<file path="config.mk">
export PLATFORM = sky130hd
export DESIGN_NAME = seg7_scan_rx
export DESIGN_NICKNAME = d
export VERILOG_FILES = /design/src/rtl/seg7_pkg.sv /design/src/rtl/seg7_decode.sv /design/src/rtl/seg7_scan_rx.sv
export SDC_FILE = /design/constraint.sdc
export NUM_CORES = 1
export LEC_CHECK = 0
export CAP_MARGIN = 20
export CORE_UTILIZATION = 30
export DETAILED_ROUTE_END_ITERATION = 6
export PLACE_DENSITY = 0.52
export REMOVE_ABC_BUFFERS = 1
export SLEW_MARGIN = 20
export SYNTH_ARGS = -nofsm -noshare
export SYNTH_HDL_FRONTEND = slang
export SYNTH_HIERARCHICAL = 1
export SYNTH_SLANG_ARGS = --single-unit
</file>
<file path="constraint.sdc">
create_clock -name clk -period 2.4 [get_ports clk]
set_clock_uncertainty 0.05 [all_clocks]
set_input_delay 0.24 -clock clk [delete_from_list [all_inputs] [get_ports clk]]
set_output_delay 0.24 -clock clk [all_outputs]
set_load 0.05 [all_outputs]
</file>
<file path="src/rtl/seg7_pkg.sv">
// rtl/seg7_pkg.sv - shared seven-segment codes, digit count and frame states
package seg7_pkg;

  localparam int NUM_DIGITS = 4;
  localparam logic [3:0] BCD_INVALID = 4'hF;

  // Active-high gfedcba patterns, shared with the scan driver.
  localparam logic [6:0] SEG_0 = 7'h3F;
  localparam logic [6:0] SEG_1 = 7'h06;
  localparam logic [6:0] SEG_2 = 7'h5B;
  localparam logic [6:0] SEG_3 = 7'h4F;
  localparam logic [6:0] SEG_4 = 7'h66;
  localparam logic [6:0] SEG_5 = 7'h6D;
  localparam logic [6:0] SEG_6 = 7'h7D;
  localparam logic [6:0] SEG_7 = 7'h07;
  localparam logic [6:0] SEG_8 = 7'h7F;
  localparam logic [6:0] SEG_9 = 7'h6F;

  typedef enum logic {
    IDLE,
    COLLECT
  } frame_state_t;

  // True when exactly one active-low select line is asserted.
  function automatic logic single_low(input logic [NUM_DIGITS-1:0] sel_n);
    logic [NUM_DIGITS-1:0] act;
    act = ~sel_n;
    return (act != '0) && ((act & (act - NUM_DIGITS'(1))) == '0);
  endfunction

endpackage

</file>
<file path="src/rtl/seg7_decode.sv">
// rtl/seg7_decode.sv - combinational active-high gfedcba pattern to BCD decoder
module seg7_decode
  import seg7_pkg::*;
(
  input  logic [6:0] seg,
  output logic [3:0] bcd,
  output logic       valid
);

  always_comb begin
    bcd   = BCD_INVALID;
    valid = 1'b1;
    case (seg)
      SEG_0:   bcd = 4'd0;
      SEG_1:   bcd = 4'd1;
      SEG_2:   bcd = 4'd2;
      SEG_3:   bcd = 4'd3;
      SEG_4:   bcd = 4'd4;
      SEG_5:   bcd = 4'd5;
      SEG_6:   bcd = 4'd6;
      SEG_7:   bcd = 4'd7;
      SEG_8:   bcd = 4'd8;
      SEG_9:   bcd = 4'd9;
      default: begin
        bcd   = BCD_INVALID;
        valid = 1'b0;
      end
    endcase
  end

endmodule

</file>
<file path="src/rtl/seg7_scan_rx.sv">
// rtl/seg7_scan_rx.sv - four-digit seven-segment scan receiver; SEG7_DP_EN adds decimal points
module seg7_scan_rx
  import seg7_pkg::*;
#(
  parameter int STABLE_CYCLES = 4
) (
  input  logic                  clk,
  input  logic                  rst_n,
  input  logic [NUM_DIGITS-1:0] dig_sel_n,
`ifdef SEG7_DP_EN
  input  logic [7:0]            seg_n,
  output logic [NUM_DIGITS-1:0] dp,
`else
  input  logic [6:0]            seg_n,
`endif
  output logic [3:0]            digit0,
  output logic [3:0]            digit1,
  output logic [3:0]            digit2,
  output logic [3:0]            digit3,
  output logic                  frame_done,
  output logic                  seg_err
);

`ifdef SEG7_DP_EN
  localparam int SEG_W = 8;
`else
  localparam int SEG_W = 7;
`endif
  localparam logic [7:0] CNT_MAX = 8'(STABLE_CYCLES - 1);

  logic [NUM_DIGITS-1:0] sel_s1, sel_s2, sel_prev;
  logic [SEG_W-1:0]      seg_s1, seg_s2, seg_prev;
  logic [7:0]            stable_cnt;
  logic                  armed;

  logic                  active_now;
  logic                  active_prev;
  logic                  same;
  logic                  capture;
  logic [1:0]            cap_idx;
  logic [6:0]            seg_act;
  logic [3:0]            dec_bcd;
  logic                  dec_valid;

  frame_state_t                state;
  logic [NUM_DIGITS-1:0]       seen_mask;
  logic [NUM_DIGITS-1:0][3:0]  work;
`ifdef SEG7_DP_EN
  logic [NUM_DIGITS-1:0]       dp_work;
`endif

  // Reset to the blank pattern so nothing looks like an active window.
  always_ff @(posedge clk or negedge rst_n) begin
    if (!rst_n) begin
      sel_s1   <= '1;
      sel_s2   <= '1;
      sel_prev <= '1;
      seg_s1   <= '1;
      seg_s2   <= '1;
      seg_prev <= '1;
    end else begin
      sel_s1   <= dig_sel_n;
      sel_s2   <= sel_s1;
      sel_prev <= sel_s2;
      seg_s1   <= seg_n;
      seg_s2   <= seg_s1;
      seg_prev <= seg_s2;
    end
  end

  assign active_now  = single_low(sel_s2);
  assign active_prev = single_low(sel_prev);
  assign same        = (sel_s2 == sel_prev) && (seg_s2 == seg_prev);
  // A saturated count means the pattern now in the *_prev stage was held long enough.
  assign capture     = armed && active_prev && (stable_cnt == CNT_MAX);
  assign seg_act     = ~seg_prev[6:0];

  always_comb begin
    cap_idx = 2'd0;
    for (int i = 0; i < NUM_DIGITS; i++) begin
      if (!sel_prev[i]) cap_idx = 2'(i);
    end
  end

  seg7_decode u_decode (
    .seg   (seg_act),
    .bcd   (dec_bcd),
    .valid (dec_valid)
  );

  always_ff @(posedge clk or negedge rst_n) begin
    if (!rst_n) begin
      stable_cnt <= '0;
      armed      <= 1'b1;
    end else begin
      if (!active_now || !same) begin
        stable_cnt <= '0;
      end else if (stable_cnt != CNT_MAX) begin
        stable_cnt <= stable_cnt + 8'd1;
      end
      // Re-arm wins so a window ending on its capture edge does not block the next one.
      if (!active_now || (sel_s2 != sel_prev)) begin
        armed <= 1'b1;
      end else if (capture) begin
        armed <= 1'b0;
      end
    end
  end

  always_ff @(posedge clk or negedge rst_n) begin
    if (!rst_n) begin
      state      <= IDLE;
      seen_mask  <= '0;
      work       <= '0;
      digit0     <= 4'h0;
      digit1     <= 4'h0;
      digit2     <= 4'h0;
      digit3     <= 4'h0;
      frame_done <= 1'b0;
      seg_err    <= 1'b0;
`ifdef SEG7_DP_EN
      dp_work    <= '0;
      dp         <= '0;
`endif
    end else begin
      frame_done <= 1'b0;
      if (capture) begin
        work[cap_idx]      <= dec_bcd;
        seen_mask[cap_idx] <= 1'b1;
        if (!dec_valid) seg_err <= 1'b1;
`ifdef SEG7_DP_EN
        dp_work[cap_idx]   <= ~seg_prev[7];
`endif
      end
      case (state)
        IDLE: begin
          if (capture) state <= COLLECT;
        end
        COLLECT: begin
          if (seen_mask == '1) begin
            digit0     <= work[0];
            digit1     <= work[1];
            digit2     <= work[2];
            digit3     <= work[3];
`ifdef SEG7_DP_EN
            dp         <= dp_work;
`endif
            frame_done <= 1'b1;
            seen_mask  <= '0;
            state      <= IDLE;
          end
        end
        default: state <= IDLE;
      endcase
    end
  end

endmodule

</file>
# Word level (Yosys, flattened, before mapping)
# Index checks and enable logic that the tools add are counted.
# op_classes
reduce_logical	19
n_mux	22
eq_ne	16
bitwise_logic	8
add_sub_neg	3
magnitude_cmp	2
# ops
cell	n
== test 7 bit (second input constant)	7
one-hot mux 4 bit (10 select lines)	1
bitwise mux 16 bit	1
2-to-1 mux 4 bit	4
2-to-1 mux 8 bit	2
== test 7 x 3 -> 1 bit (second input constant)	2
OR reduction 10 bit	1
2-to-1 mux 1 bit	9
adder 8 x 1 -> 8 bit (second input constant)	1
bitwise AND 4 bit	2
demux 4 bit (select 2 bit)	1
== test 8 x 2 -> 1 bit (second input constant)	1
zero test 4 bit	2
!= test 8 x 2 -> 1 bit (second input constant)	1
inverter 4 bit	2
nonzero test 4 bit	2
subtractor 4 x 1 -> 4 bit (second input constant)	2
== test 7 x 6 -> 1 bit (second input constant)	1
== test 7 bit	1
inverter 7 bit	1
logical AND 1 bit	6
== test 4 bit	1
== test 4 bit (second input constant)	1
2-to-1 mux 2 bit	2
other kinds (11)	16
# word_totals
in_bits	13
regBits	81
output_inout_bits	18

# Depth between registers and ports, before layout
# Gate-level depths: netlist of run 1.
# logic_depth
depth_word	11
mapped_depth	7
depth_no_buf	6

# Hierarchy
# Netlist of run 1, hierarchy kept.
# by_module_without_submodules
mod	cells_per_inst	area_each_um2	instances
seg7_scan_rx	205	3036.7	1
seg7_decode	28	187.7	1

# Worst setup path after synthesis of run 1
# OpenSTA, ideal clock, no wires.
# synth_path
path_kind	reg-to-reg
from	register stable_cnt[0]
to	register work[12] (netlist bit)
setup_ns	0.125
path_stages_with_launch	7
t_required_ns	2.225
arrival_time_ns	1.748
slack_ns	0.477
cell_sequence	dfrtp_1 > ha_1 > nor4b_4 > nand3_1 > or3_1 > buf_6 > mux2_4
# synth_via
elab_chain_len	2
# synth_lines
item	line_no	source
start, declared	seg7_scan_rx.sv:33	logic [7:0] stable_cnt;
start signal, assigned	seg7_scan_rx.sv:99	stable_cnt <= stable_cnt + 8'd1;
== test 8 x 2 -> 1 bit	seg7_scan_rx.sv:75	assign capture = armed && active_prev && (stable_cnt == CNT_MAX);
logical AND 1 bit	seg7_scan_rx.sv:75	
end signal, assigned	seg7_scan_rx.sv:114	work <= '0;
end signal, assigned by index	seg7_scan_rx.sv:128	work[cap_idx] <= dec_bcd;
end, declared	seg7_scan_rx.sv:47	logic [NUM_DIGITS-1:0][3:0] work;
# Every way passes these cells.
# A chain may end at the register's enable or synchronous reset.

# Worst setup path after layout of run 1
# layout_path
from	register seg_prev[4]
to	register work[8] (netlist bit)
# layout_via
elab_chain_len	4
word_cells_on_any_way	13
cone_classes	eq/ne: 10; mux: 2; bitwise: 1
# layout_lines
item	line_no	source
start, declared	seg7_scan_rx.sv:32	logic [SEG_W-1:0] seg_s1, seg_s2, seg_prev;
start signal, assigned	seg7_scan_rx.sv:67	seg_prev <= seg_s2;
inverter 7 bit *	seg7_scan_rx.sv:76	assign seg_act = ~seg_prev[6:0];
net seg_act[4]	seg7_scan_rx.sv:41	logic [6:0] seg_act;
== test 7 bit, or another cell as far along	seg7_decode.sv:13	case (seg)
one-hot mux 4 bit (10 select lines) *	seg7_decode.sv:13	
net dec_bcd[0]	seg7_scan_rx.sv:42	logic [3:0] dec_bcd;
bitwise mux 16 bit *	seg7_scan_rx.sv:128	
# Mark *: on every way through the listed nets, which the timed path passes. The rest lies on a longest branch.

==> metrics.cfg, run 1 <==
[sta]
post-route-period-util = 0.8918
hold_viol = 0
setup_viol = 0
worst_pin_slew_ps = 503.7
relSlewSlack = 0.6631
min_period_ps = 2140
fmax_ghz = 0.4672
grt_setup_unrepaired = no
maxSlewViolCount = 0

[floorplanning]
rows = 37
fp.dieH_um = 105.7
design.core.area_um2 = 10370
initial_core_util = 0.3109
ios = 31
die_area_um2 = 11170
die_x_um = 105.7

[critical_path]
criticalPathCategory = reg2reg
cp.arrival_ps = 2320
required_ps = 2580
reg2reg_from = seg_prev[4]$_DFF_PN1_
rrSetupSlack_ps = 260
cp-start-kind = flop
cp-end-kind = flop
timing.rr.end = work[8]$_DFFE_PN0P_
path_max_fanout = 7
worst_r2r_path_depth = 7

[place]
gp_congestion = 0.7579
dpl.hpwl_mm = 3.681
place_area_um2 = 3714
port_buffers = 30

[drt]
wl_per_cell_um = 12.88
ant_nets = 0
avgViaCountPerCell = 4.444
drt_first_iter_violations = 68
dr.pass1.iters = 4
drt_wl_total_mm = 5.334
vias = 1840
drc = 0

[synth]
yosysWarnings = 6
synthDistinctLibCells = 46
synth_top_cell_area_share = 0.3648
ys_ff_latch = 81
syn_area_um2 = 3224
synth.area.top_cells = dfrtp_1, dfstp_2, mux2_2
postSynth.asyncResetShare = 1.000
synth_flop_cell = dfrtp_1
postSynthAreaPerCell_um2 = 13.84
ys_seq_area_frac = 0.6418
synth_top_area_cell = dfrtp_1
synth_edf_count = 0
netlist_instances = 233

[final_layout]
final_cell_mix = dfrtp_1, dfstp_2, clkdlybuf4s50_1
mostFrequentLayoutCell = dfrtp_1
area_delta_synth_final_pct = 21.89
final_core_util = 0.3790
final_cell_area_um2 = 3930
drive_gt1_frac = 0.3561
diodes = 0
final_nets = 287

[power_and_ir_drop]
combPwrFrac = 0.041
clock_power_share = 0.394
vdd_drop_max_v = 0.0003251
swShare = 0.2272
p_leak_uw = 0.001712
switchingPower_uw = 577.4
cellPowerDensity_nw_per_um2 = 646.6
p_seq_frac = 0.566
power.total_uw = 2541
p_int_uw = 1964

[clock_network]
clk_latency_ps = 350
cts_max_path_buffers = 2
cts.sinks = 81
ctsHoldBuffers = 1
ctsResizeCount = 0
cts_buffers = 9
post_cts_buffers = 0
clock-root-buffer = clkbuf_8
clk_pin_slew_worst_paths_ps = 80
tritoncts = done
ctsHtreeMaxLevel = 3

[grt]
grt.overflow.total = 0
grt_max_degree = 39
grt_pass1_wl_mm = 9.177
antenna_found_initial = 0
grt_use_total = 0.1085
grt_pass1_vias = 1856

[hold_path]
hold_path_depth = 1
hp-class = in2reg
hp-start = seg_n[2]
hold_end = seg_s1[2]$_DFF_PN1_

[status]
status = finished clean

[job]
cap_viol_max_count = 0

==> synthesized netlist by cell type, types with 2 or more instances <==
cell type / instances
nand4b_1: 2
nand3b_1: 2
or3_1: 3
mux2_2: 28
o22ai_1: 2
nor3b_1: 2
nand2_1: 9
nor4_1: 2
nand4_1: 4
a21oi_1: 8
xnor2_1: 5
and4b_1: 2
xor2_1: 11
o32ai_1: 2
inv_1: 13
o21ai_0: 3
clkbuf_1: 4
nand3_1: 11
dfstp_2: 34
nor3_1: 9
mux2_4: 4
buf_2: 3
dfrtp_1: 47
==> metal layers <==
metal,vias up,part of all wire,global-route usage
met2,41,0.45,0.1625
met3,12,0.037,0.03216
met1,885,0.49,0.1414
li1,902,-,-
met5,-,0,0
met4,0,0.023,0.05655
==> registers in the layout, summed over array words and instances, names as in the netlist <==
| name | count |
|---|---|
| armed | 1 |
| stable_cnt | 8 |
| sel_prev | 4 |
| seg_s1 | 7 |
| seg_err | 1 |
| work | 16 |
| digit2 | 4 |
| seg_s2 | 7 |
| digit0 | 4 |
| sel_s2 | 4 |
| sel_s1 | 4 |
| frame_done | 1 |
| state | 1 |
| seg_prev | 7 |
| digit1 | 4 |
| seen_mask | 4 |
| digit3 | 4 |
==> power by group through the flow <==
| stage | logic [µW] | registers (µW) | clock network, µW |
|---|---|---|---|
| 6_report | 103 | 1440 | 1000 |
| 5_1_grt | 118 | 1440 | 1100 |
| 4_1_cts | 106 | 1440 | 1050 |
| 3_5_place_dp | 105 | 1460 | 0 |
| 3_3_place_gp | 104 | 1460 | 0 |
| 2_1_floorplan | 42.2 | 1460 | 0 |
==> how the worst max path moves through the flow <==
stage                                start               endpoint  slack, ps  depth (start not counted)
floorplan           seen_mask[0]$_DFF_PN0_  digit0[0]$_DFFE_PN0P_         -8                          3
finish               seg_prev[4]$_DFF_PN1_    work[8]$_DFFE_PN0P_        260                          7
global placement     seg_prev[4]$_DFF_PN1_   work[14]$_DFFE_PN0P_        300                          6
CTS                  seg_prev[4]$_DFF_PN1_   work[10]$_DFFE_PN0P_        240                          6
detailed placement   seg_prev[4]$_DFF_PN1_   work[14]$_DFFE_PN0P_        260                          6
global route         seg_prev[4]$_DFF_PN1_   work[10]$_DFFE_PN0P_        100                          6
==> critical path, stage by stage (launching register included) <==
cell      delay [ps]
dfstp_2          540
inv_1            100
nor4_1           360
nand3_1          150
o221ai_2         260
o32ai_1          140
buf_4            160
mux2_2           260
==> final cells by class <==
| cell class | instances | area (µm²) |
|---|---|---|
| fill | 1036 | 6440 |
| clock inverter | 4 | 30.03 |
| timing repair buffer | 38 | 372.9 |
| clock buffer | 12 | 176.4 |
| tap | 136 | 170.2 |
| sequential | 81 | 2069 |
| inverter | 13 | 48.80 |
| multi-input combinational | 130 | 1062 |
==> metrics by stage <==
| step | worst slack [ps] | std cells | hold WS (ps) | setup TNS [ps] |
|---|---|---|---|---|
| 2_1_floorplan | -7.746 | 224 | -105.6 | -123.9 |
| 3_3_place_gp | 301.2 | 397 | 200.1 | 0 |
| 3_5_place_dp | 258.2 | 397 | 199.5 | 0 |
| 4_1_cts | 242.3 | 414 | 207.5 | 0 |
| 5_1_grt | 99.81 | 414 | 218.5 | 0 |
| 6_report | 259.6 | 414 | 236.1 | 0 |
==> kinds of logic (layout without fill, tap and decap cells) <==
| logic type | after synthesis | in the layout | share of synthesized area |
|---|---|---|---|
| buffers and inverters | 22 | 67 | 0.03027 |
| XOR/XNOR | 16 | 16 | 0.04346 |
| AND/OR/NAND/NOR | 56 | 56 | 0.1094 |
| adder cells (fa/ha/maj) | 1 | 1 | 0.003880 |
| flip-flops | 81 | 81 | 0.6418 |
| AO/OA/AOI/OAI | 24 | 24 | 0.05161 |
| multiplexers | 33 | 33 | 0.1195 |
(Power assumes the default switching activity.)
==> run 2: changes to the inputs <==
--- a/config.mk
+++ b/config.mk
@@ -5,7 +5,7 @@
 export SDC_FILE = /design/constraint.sdc
 export NUM_CORES = 1
 export LEC_CHECK = 0
-export CAP_MARGIN = 20
+export CORE_MARGIN = 8
 export CORE_UTILIZATION = 30
 export DETAILED_ROUTE_END_ITERATION = 6
 export PLACE_DENSITY = 0.52
==> run 2 against run 1 <==
Against the previous run:
- setup slack worse by 36 ps
- critical path depth down 1
- global-route usage down 2.4 points
- first-iteration DRC count up 94%
- sequential power about the same
- final cell count up 0.48%
- clock power up 4%
- flip-flop and latch count unchanged
- cell area down 0.35%
- via count up 1.3%
- critical path type unchanged
- largest power group unchanged
==> metrics.cfg, run 2 (synthesis gave the netlist of run 1 again) <==
[grt]
grt_pass1_wl_mm = 9.687
grt_max_degree = 61
antenna_found_initial = 0
grt.overflow.total = 0
grt_use_total = 0.08437
grt_pass1_vias = 1974

[final_layout]
regArea_um2 = 2069
drive_gt1_frac = 0.3442
mostFrequentLayoutCell = dfrtp_1
final_cell_count_no_fill = 416
top_register = work
reg.largest.list = work: 16 flops, stable_cnt: 8 flops
fill_cells = 1047
largest_register_ffs = 16
final_cell_mix = dfrtp_1, dfstp_2, clkdlybuf4s50_1
area_delta_synth_final_pct = 21.46
diodes = 0
multiInputGateArea_um2 = 1069
final_nets = 285

[sta]
post-route-period-util = 0.9067
hold_ws_ps = 230.5
setup_viol = 0
relSlewSlack = 0.5040
min_period_ps = 2176
timing.setup.tns_ps = 0
maxSlewViolCount = 0
fmax_ghz = 0.4596
grt_setup_unrepaired = no
hold_viol = 0
worst_pin_slew_ps = 744.0

[critical_path]
worst_r2r_path_depth = 6
cp-start-kind = flop
cp-end-kind = flop
required_ps = 2640
rrSetupSlack_ps = 220
cp.arrival_ps = 2420
criticalPathCategory = reg2reg
path_max_fanout = 7

[place]
dpl.hpwl_mm = 3.731
dp_cells = 399
gp_congestion = 0.7796
port_buffers = 30

[floorplanning]
design.core.area_um2 = 10650
die_x_um = 119.7
die_area_um2 = 14320
fp.dieH_um = 119.7
ios = 31
initial_core_util = 0.3027
rows = 38

[drt]
drc = 0
ant_nets = 0
dr.pass1.iters = 4
wl_per_cell_um = 13.10
drt_first_iter_violations = 132
avgViaCountPerCell = 4.481
drt_wl_total_mm = 5.448
vias = 1864

[clock_network]
cts_buffers = 9
cts.sinks = 81
clock-root-buffer = clkbuf_8
clk_pin_slew_worst_paths_ps = 80
tritoncts = done
cts_max_path_buffers = 2
clk_latency_ps = 360
ctsHtreeMaxLevel = 3

[power_and_ir_drop]
vdd_drop_max_v = 0.0002557
cellPowerDensity_nw_per_um2 = 657.4
p_leak_uw = 0.001697

[status]
status = finished clean

[hold_path]
hp-class = in2reg
hold_path_depth = 1

[job]
cap_viol_max_count = 0

-- run 2: changes by cell type in the layout (fill, tap and decap cells not counted), sizes merged --
cell and delta:
bufinv +1, buf -2, clkbuf +2, inv -3
-- run 2: power breakdown --
| part | switching (µW) | internal [µW] | leakage [µW] |
|---|---|---|---|
| clock | 466 | 573 | 0.000106 |
| combinational | 57.4 | 42.2 | 0.000576 |
| sequential | 20.9 | 1420 | 0.00101 |
| total | 544 | 2030 | 0.00170 |
-- run 2: worst paths after layout --
check	from	to
min in group asynchronous	rst_n	work[11]$_DFFE_PN0P_
max in group asynchronous	rst_n	sel_s1[1]$_DFF_PN1_
hold / removal	dig_sel_n[3]	sel_s1[3]$_DFF_PN1_
hold reg to reg	sel_s1[1]$_DFF_PN1_	sel_s2[1]$_DFF_PN1_
setup / recovery	seg_prev[3]$_DFF_PN1_	work[0]$_DFFE_PN0P_
setup reg to reg	seg_prev[3]$_DFF_PN1_	work[0]$_DFFE_PN0P_
-- run 2: what timing repair did --
item,4_1_cts,5_1_grt
hold buffers,1,0
resized for setup,0,1
endpoints found under the hold margin,47,0
endpoints found under the setup margin,0,3
buffers inserted,0,0
-- run 2: through the flow --
| step | utilization | power [µW] | worst slack [ps] | area (µm²) |
|---|---|---|---|---|
| 2_1_floorplan | - | 1499 | -7.746 | 3176 |
| 3_3_place_gp | 0.3466 | 1559 | 252.5 | 3691 |
| 3_5_place_dp | 0.3466 | 1562 | 230.9 | 3691 |
| 4_1_cts | 0.3671 | 2624 | 216.2 | 3910 |
| 5_1_grt | 0.3677 | 2695 | 81.29 | 3916 |
| 6_report | 0.3677 | 2574 | 224.0 | 3916 |
-- run 2: area by class of cell --
type | count | share of cell area
inverters | 13 | 0.01246
clock buffers | 14 | 0.04441
flip-flops and latches | 81 | 0.5284
multi-input cells | 130 | 0.2728
clock inverters | 2 | 0.008946
repair buffers | 36 | 0.08818
well taps | 140 | 0.04473
-- run 2: per-layer routing --
| layer | routed length (µm) | global-route usage | vias to the layer above |
|---|---|---|---|
| li1 | - | - | 901 |
| met1 | 2462 | 0.09965 | 921 |
| met2 | 2559 | 0.1292 | 33 |
| met3 | 331 | 0.04180 | 9 |
| met4 | 95 | 0.03279 | 0 |
| met5 | 0 | 0 | - |
-- run 2: worst max-delay path: stages, from the launching register on --
cell and delay (ps):
dfstp_2 540, inv_1 110, and3b_1 210, o21ai_2 160
o221ai_2 160, o32ai_1 620, mux2_2 270
